**src/rtl/rotate_stepper.sv**
```systemverilog
// -----------------------------------------------------------------------------
// rotate_stepper
//
// Closed-loop sequencer around an external 8-bit left rotator. A start request
// loads a byte, a rotate amount and a step count. The current value is then
// presented to the rotator, and every TICK_DIV clocks the rotated result is
// captured back. A run lasts a finite number of steps (1..15), or continues
// until stop when the step count is 0. The current value also drives the
// board LEDs.
//
// Parameters
//   TICK_DIV     clocks per rotation step (>= 1; 1 = step every clock)
//   CNT_W        tick counter width, 2**CNT_W >= TICK_DIV
//
// Ports
//   clk          system clock, rising edge
//   rst_n        synchronous reset, active low
//   start        one-cycle run request (ignored while busy)
//   stop         abort request, has priority over start
//   load_data    initial byte, sampled when start is accepted
//   load_amount  rotate-left amount per step, sampled with start
//   load_steps   step count, 0 = continuous until stop
//   rot_in       to rotator data input (current value)
//   rot_amt      to rotator amount input (latched amount)
//   rot_out      from rotator, combinational rotated value
//   d_out        current value (LED drive)
//   busy         high while running or signalling done
//   step_pulse   high in the cycle whose closing edge captures rot_out
//   done         one-cycle pulse after the last step of a finite run
// -----------------------------------------------------------------------------
module rotate_stepper #(
    parameter int TICK_DIV = 50_000_000,
    parameter int CNT_W    = 26
) (
    input  logic       clk,
    input  logic       rst_n,
    input  logic       start,
    input  logic       stop,
    input  logic [7:0] load_data,
    input  logic [2:0] load_amount,
    input  logic [3:0] load_steps,
    output logic [7:0] rot_in,
    output logic [2:0] rot_amt,
    input  logic [7:0] rot_out,
    output logic [7:0] d_out,
    output logic       busy,
    output logic       step_pulse,
    output logic       done
);

    typedef enum logic [1:0] {
        S_IDLE = 2'd0,
        S_RUN  = 2'd1,
        S_DONE = 2'd2
    } state_t;

    // Last count value of a step period; the counter resets here rather than
    // free-running, so a step period is exactly TICK_DIV clocks.
    localparam logic [CNT_W-1:0] TICK_LAST = CNT_W'(TICK_DIV - 1);

    state_t           state_q, state_d;
    logic [7:0]       cur_q, cur_d;
    logic [2:0]       amt_q, amt_d;
    logic [3:0]       steps_left_q, steps_left_d;
    logic [CNT_W-1:0] tick_cnt_q, tick_cnt_d;

    // The rotator is combinational and sits outside this block; feed it
    // straight from the registers so a capture sees this cycle's result.
    assign rot_in  = cur_q;
    assign rot_amt = amt_q;
    assign d_out   = cur_q;
    assign busy    = (state_q != S_IDLE);

    // NOTE: every signal driven here gets a default first, so no path through
    // the case statement leaves a value unassigned and infers a latch.
    always_comb begin
        state_d      = state_q;
        cur_d        = cur_q;
        amt_d        = amt_q;
        steps_left_d = steps_left_q;
        tick_cnt_d   = tick_cnt_q;
        step_pulse   = 1'b0;
        done         = 1'b0;

        case (state_q)
            S_IDLE: begin
                if (start && !stop) begin
                    cur_d        = load_data;
                    amt_d        = load_amount;
                    steps_left_d = load_steps;
                    tick_cnt_d   = '0;
                    state_d      = S_RUN;
                end
            end

            S_RUN: begin
                if (stop) begin
                    // Abort wins over a coinciding step: no capture, no done.
                    tick_cnt_d = '0;
                    state_d    = S_IDLE;
                end else if (tick_cnt_q == TICK_LAST) begin
                    step_pulse = 1'b1;
                    cur_d      = rot_out;
                    tick_cnt_d = '0;
                    // steps_left == 0 marks a continuous run; it never counts.
                    if (steps_left_q != 4'd0) begin
                        steps_left_d = steps_left_q - 4'd1;
                        if (steps_left_q == 4'd1) begin
                            state_d = S_DONE;
                        end
                    end
                end else begin
                    tick_cnt_d = tick_cnt_q + CNT_W'(1);
                end
            end

            S_DONE: begin
                done    = 1'b1;
                state_d = S_IDLE;
            end

            default: begin
                state_d = S_IDLE;
            end
        endcase
    end

    // NOTE: state uses non-blocking assignments so every flop samples the
    // pre-edge values regardless of statement order.
    always_ff @(posedge clk) begin
        if (!rst_n) begin
            state_q      <= S_IDLE;
            cur_q        <= '0;
            amt_q        <= '0;
            steps_left_q <= '0;
            tick_cnt_q   <= '0;
        end else begin
            state_q      <= state_d;
            cur_q        <= cur_d;
            amt_q        <= amt_d;
            steps_left_q <= steps_left_d;
            tick_cnt_q   <= tick_cnt_d;
        end
    end

endmodule

```
**config.mk**
```make
export PLATFORM = sky130hd
export DESIGN_NAME = rotate_stepper
export DESIGN_NICKNAME = d
export VERILOG_FILES = /design/src/rtl/rotate_stepper.sv
export SDC_FILE = /design/constraint.sdc
export NUM_CORES = 1
export LEC_CHECK = 0
export CAP_MARGIN = 20
export CORE_ASPECT_RATIO = 1.1
export CORE_MARGIN = 5
export CORE_UTILIZATION = 50
export DETAILED_ROUTE_END_ITERATION = 8
export PLACE_DENSITY = 0.78
export REMOVE_ABC_BUFFERS = 1
export SYNTH_ARGS = -nofsm -noshare
export SYNTH_HDL_FRONTEND = slang
export SYNTH_SLANG_ARGS = --single-unit
```
**constraint.sdc**
```tcl
create_clock -name clk -period 6.3 [get_ports clk]
set_clock_uncertainty 0.2 [all_clocks]
set_input_delay 1.26 -clock clk [delete_from_list [all_inputs] [get_ports clk]]
set_output_delay 1.26 -clock clk [all_outputs]
set_load 0.02 [all_outputs]
```
==> results of run 1 <==
stage by stage:
stage	setup WS [ps]	area, um^2
floorplan	2700	2240
global placement	2010	2800
detailed placement	1990	2800
CTS	1990	2920
global route	1930	2940
finish	2010	2940
power by group through the flow:
stage                     clock (mW)  sequential [mW]  combinational, mW
after floorplan                    0            0.302             0.0328
after global placement             0            0.293             0.0866
after detailed placement           0            0.293             0.0871
after CTS                      0.228            0.287             0.0875
after global routing           0.238            0.288             0.0957
final                          0.224            0.287             0.0878
flip-flops by register name (all words and copies together) (netlist names):
name	count
d_out	8
rot_amt	3
state_q	2
steps_left_q	4
tick_cnt_q	26
logic make-up (layout without fill, tap and decap cells):
group	Yosys count	in the layout	synth area share
compound gates	36	36	0.108
fa+ha+maj	3	3	0.0158
xor+xnor	23	23	0.0849
buf+inv	31	67	0.0680
mux	4	4	0.0169
flops	43	43	0.363
other cells	0	1	0
simple gates	147	147	0.343
critical path, stage by stage:
cell and delay, ps:
clkdlybuf4s50_1 490, nor2_1 190, nor4b_1 240, clkdlybuf4s50_1 650
cell usage after synthesis, types with 2 or more instances:
cell	count	area share
xor2_1	3	0.011
clkbuf_1	11	0.017
a21o_1	3	0.0095
nand4_1	17	0.045
xnor2_1	20	0.074
nor4_1	6	0.016
nand3_1	17	0.036
nand3b_1	2	0.0063
a31o_2	2	0.0074
nor4b_1	3	0.011
nor3_1	11	0.023
nor2_1	34	0.054
nor2b_1	2	0.0053
o221ai_1	8	0.030
dfxtp_1	43	0.36
mux2i_1	4	0.017
nand2b_1	4	0.011
nand2_1	24	0.038
a21oi_1	15	0.032
and4_1	3	0.011
inv_1	8	0.013
ha_1	3	0.016
and3_1	9	0.024
buf_4	12	0.038
or4_1	4	0.013
worst paths after layout:
check | startpoint | to | slack, ps | depth (start not counted)
max | stop | step_pulse | 2010 | 4
min reg2reg | rot_amt[2]$_SDFFE_PN0P_ | rot_amt[2]$_SDFFE_PN0P_ | 260 | 2
min | rot_amt[2]$_SDFFE_PN0P_ | rot_amt[2]$_SDFFE_PN0P_ | 260 | 2
max reg2reg | tick_cnt_q[21]$_SDFFE_PN0P_ | tick_cnt_q[11]$_SDFFE_PN0P_ | 3930 | 5
cell type report:
cell class | count | area (um^2)
clock buffers | 6 | 82.6
well taps | 56 | 70.1
flip-flops and latches | 43 | 861
diodes | 1 | 2.50
repair buffers | 51 | 507
fillers | 414 | 1680
inverters | 8 | 30.0
clock inverters | 2 | 35.0
multi-input cells | 213 | 1350
metal layers:
layer,wire [um],GRT usage,part of all wire,up-vias
met5,0,0,0,-
met4,54,0.0594,0.0093,0
met3,284,0.0424,0.049,8
met2,2980,0.331,0.51,46
met1,2500,0.244,0.43,1017
li1,-,-,-,1098
==> flow_metrics.tcl, run 1 <==
set metrics [dict create \
    wl_um 5820 \
    cts.sink_count 43 \
    ctsHoldBuffers 0 \
    cts_tree "done" \
    critPathMaxFanout 7 \
    tightest_slew_ps 1020 \
    dr.pass1.iters 4 \
    cellPowerDensity_nw_per_um2 204 \
    synth_warnings 0 \
    grt_pass1_wl_um 9380 \
    ys.flop_type "dfxtp_1" \
    syn_to_final_growth_pct 23.8 \
    fin_setup_tns_ps 0 \
    synth.avg_cell_area_um2 8.27 \
    nNetsFinal 352 \
    holdWs_ps 258 \
    layout_common_cells "clkdlybuf4s50_1 (48), dfxtp_1 (43), nor2_1 (34)" \
    antenna_found_initial 0 \
    finalHoldViolCount 0 \
    cts.clk_slew.worst_paths_ps 80 \
    yosysSeqAreaShare 0.363 \
    clock_path_buffers 2 \
    netlist_area_um2 2370 \
    coreArea_um2 4620 \
    drt_iter0_drc 92 \
    row_count 26 \
    rsz0062_at_grt "false" \
    utilization 0.636 \
    synth-edff-count 0 \
    clock_latency_ps 300 \
    drc 0 \
    hpwl_um 4110 \
    internal_power_mw 0.451 \
    ys_seq_elements 43 \
    p_sw_frac 0.246 \
    vias 2169 \
    gp_congestion 0.794 \
    syn_inst 287 \
    post_cts_resize_count 0 \
    fmax_ghz 0.233 \
    hold_class "reg -> reg" \
    power.switching_mw 0.147 \
    cts_root_buf "clkbuf_8" \
    outcome "finished clean" \
    cts.htree.levels 2 \
    critPathKind "in -> out" \
    io_pins 49 \
    cp-end-kind "output port" \
    drive_above_1_share 0.0650 \
    grt_max_degree 28 \
    grt_remaining_overflow 0 \
    seqPwrFrac 0.479 \
    grt_pass1_vias 1968 \
    track_usage 0.195 \
    ys_types 44 \
    ant_nets 0 \
    startpoint_type "input pin" \
    p_leak_nw 0.976 \
    port_buffers 48 \
    fin_cells 380 \
    slew_viol_final 0 \
    ys_async_sr_fraction 0 \
    numCtsBuffers 5 \
    layout_min_cycle_time_ps 4290 \
    crit_arrival_ps 2830 \
    die_h_um 82.2 \
    wl_per_cell_um 15.3 \
    timing.max_cap.violations 0 \
    setup_violations 0 \
    peakVddDrop_v 0.0000981 \
    dieWidth_um 75.7 \
    dp.cells 369 \
    combinationalPowerShare 0.147 \
    clkPwrFrac 0.375 \
    initial_utilization 0.514 \
    relSlewSlack 0.320 \
    fin_crit_sh 0.682 \
    post_cts_buffers 0 \
    layout_commonest_cell "clkdlybuf4s50_1" \
    viasPerCell 5.71 \
    die-area_um2 6220 \
    worst_ep_required_time_ps 4840 \
    total_power_mw 0.599 \
]
Note: power is estimated with default switching activity, not from simulation.
==> inputs of run 2 (changes only) <==
Clock period 6.3 ns to 4.2 ns, I/O delays scaled along.
==> flow_metrics.tcl, run 2 (synthesis gave the netlist of run 1 again) <==
set metrics [dict create \
    io_pins 49 \
    layout_min_cycle_time_ps 3570 \
    post_cts_resize_count 0 \
    rsz0062_at_grt "false" \
    internal_power_mw 0.722 \
    syn_to_final_growth_pct 24.8 \
    drive_above_1_share 0.0679 \
    cellPowerDensity_nw_per_um2 320 \
    total_power_mw 0.948 \
    port_buffers 48 \
    grt-busiest-layer "met2" \
    die_h_um 82.2 \
    finalHoldViolCount 0 \
    timing.max_cap.violations 0 \
    track_usage 0.201 \
    setup_violations 0 \
    vias 2204 \
    die-area_um2 6220 \
    combinationalPowerShare 0.139 \
    grt_max_degree 28 \
    top_register "tick_cnt_q" \
    grtUsageMet1 0.228 \
    hpwl_um 4210 \
    largest_reg_flops 26 \
    relSlewSlack 0.397 \
    holdWs_ps 262 \
    startpoint_type "input pin" \
    cts.htree.levels 2 \
    cp-end-kind "output port" \
    clock_path_buffers 2 \
    crit_arrival_ps 2530 \
    fin_cells 381 \
    peakVddDrop_v 0.000201 \
    cts.clk_slew.worst_paths_ps 80 \
    nNetsFinal 353 \
    place_ws_ps 630 \
    fin_setup_tns_ps 0 \
    slew_viol_final 0 \
    cts.sink_count 43 \
    gp_congestion 0.787 \
    clkPwrFrac 0.407 \
    met2_usage 0.352 \
    p_leak_nw 0.984 \
    fmax_ghz 0.280 \
    power.switching_mw 0.226 \
    antenna_found_initial 1 \
    grt_remaining_overflow 0 \
    clock_latency_ps 300 \
    fin_crit_sh 0.850 \
    layout_common_cells "clkdlybuf4s50_1 (48), dfxtp_1 (43), nor2_1 (34)" \
    layout_commonest_cell "clkdlybuf4s50_1" \
    ant_nets 0 \
    dieWidth_um 75.7 \
    worst_ep_required_time_ps 3160 \
    drc 0 \
    outcome "finished clean" \
    dpl-instance-area_um2 2820 \
    grt_pass1_wl_um 9640 \
    ctsHoldBuffers 0 \
    drt_iter0_drc 137 \
    critPathMaxFanout 7 \
    cts_root_buf "clkbuf_8" \
    dp.cells 372 \
    numCtsBuffers 5 \
    p_sw_frac 0.238 \
    wl_um 5980 \
    hold_class "reg -> reg" \
    critPathKind "in -> out" \
    post_cts_buffers 0 \
    use_met3 0.0484 \
    row_count 26 \
    timing.final.ws_setup_ps 631 \
    dr.pass1.iters 4 \
    cts_tree "done" \
    utilization 0.641 \
    coreArea_um2 4620 \
    tightest_slew_ps 903 \
    viasPerCell 5.78 \
    initial_utilization 0.514 \
    grt_pass1_vias 2103 \
    wl_per_cell_um 15.7 \
    seqPwrFrac 0.454 \
    postLayoutCellArea_um2 2960 \
]
-- run 2: changes by cell type in the layout (fill, tap and decap cells not counted), sizes merged --
cell and delta:
clkinv -1, clkinvlp +1, bufinv +1, buf +1, clkbuf -1
-- run 2: worst paths after layout --
check,start,endpoint,slack [ps],cells past startpoint
hold reg to reg,rot_amt[0]$_SDFFE_PN0P_,rot_amt[0]$_SDFFE_PN0P_,260,2
setup reg to reg,tick_cnt_q[20]$_SDFFE_PN0P_,tick_cnt_q[9]$_SDFFE_PN0P_,1800,5
hold / removal,rot_amt[0]$_SDFFE_PN0P_,rot_amt[0]$_SDFFE_PN0P_,260,2
setup / recovery,stop,step_pulse,630,4
-- run 2: per-layer routing --
metal / vias to the layer above / wire length, um
met4: 0 / 79
met1: 1033 / 2450
met2: 57 / 3120
met3: 7 / 337
li1: 1107 / -
met5: - / 0
-- run 2: critical path, stage by stage --
cell             delay [ps]
clkdlybuf4s50_1         500
nor2_1                  210
nor4b_1                 310
clkdlybuf4s50_1         670
-- run 2: cell type report --
class / count / area (um^2)
Tap cell: 56 / 70.1
Clock inverter: 3 / 67.6
Sequential cell: 43 / 861
Multi-Input combinational cell: 213 / 1350
Antenna cell: 1 / 2.50
Fill cell: 425 / 1660
Inverter: 8 / 30.0
Clock buffer: 5 / 68.8
Timing Repair Buffer: 52 / 510
-- run 2: power groups by stage --
stage / registers (mW) / clock network [mW] / logic [mW]
final: 0.431 / 0.386 / 0.132
after global routing: 0.432 / 0.410 / 0.144
after CTS: 0.430 / 0.392 / 0.133
after detailed placement: 0.440 / 0 / 0.132
after global placement: 0.439 / 0 / 0.131
after floorplan: 0.453 / 0 / 0.0492
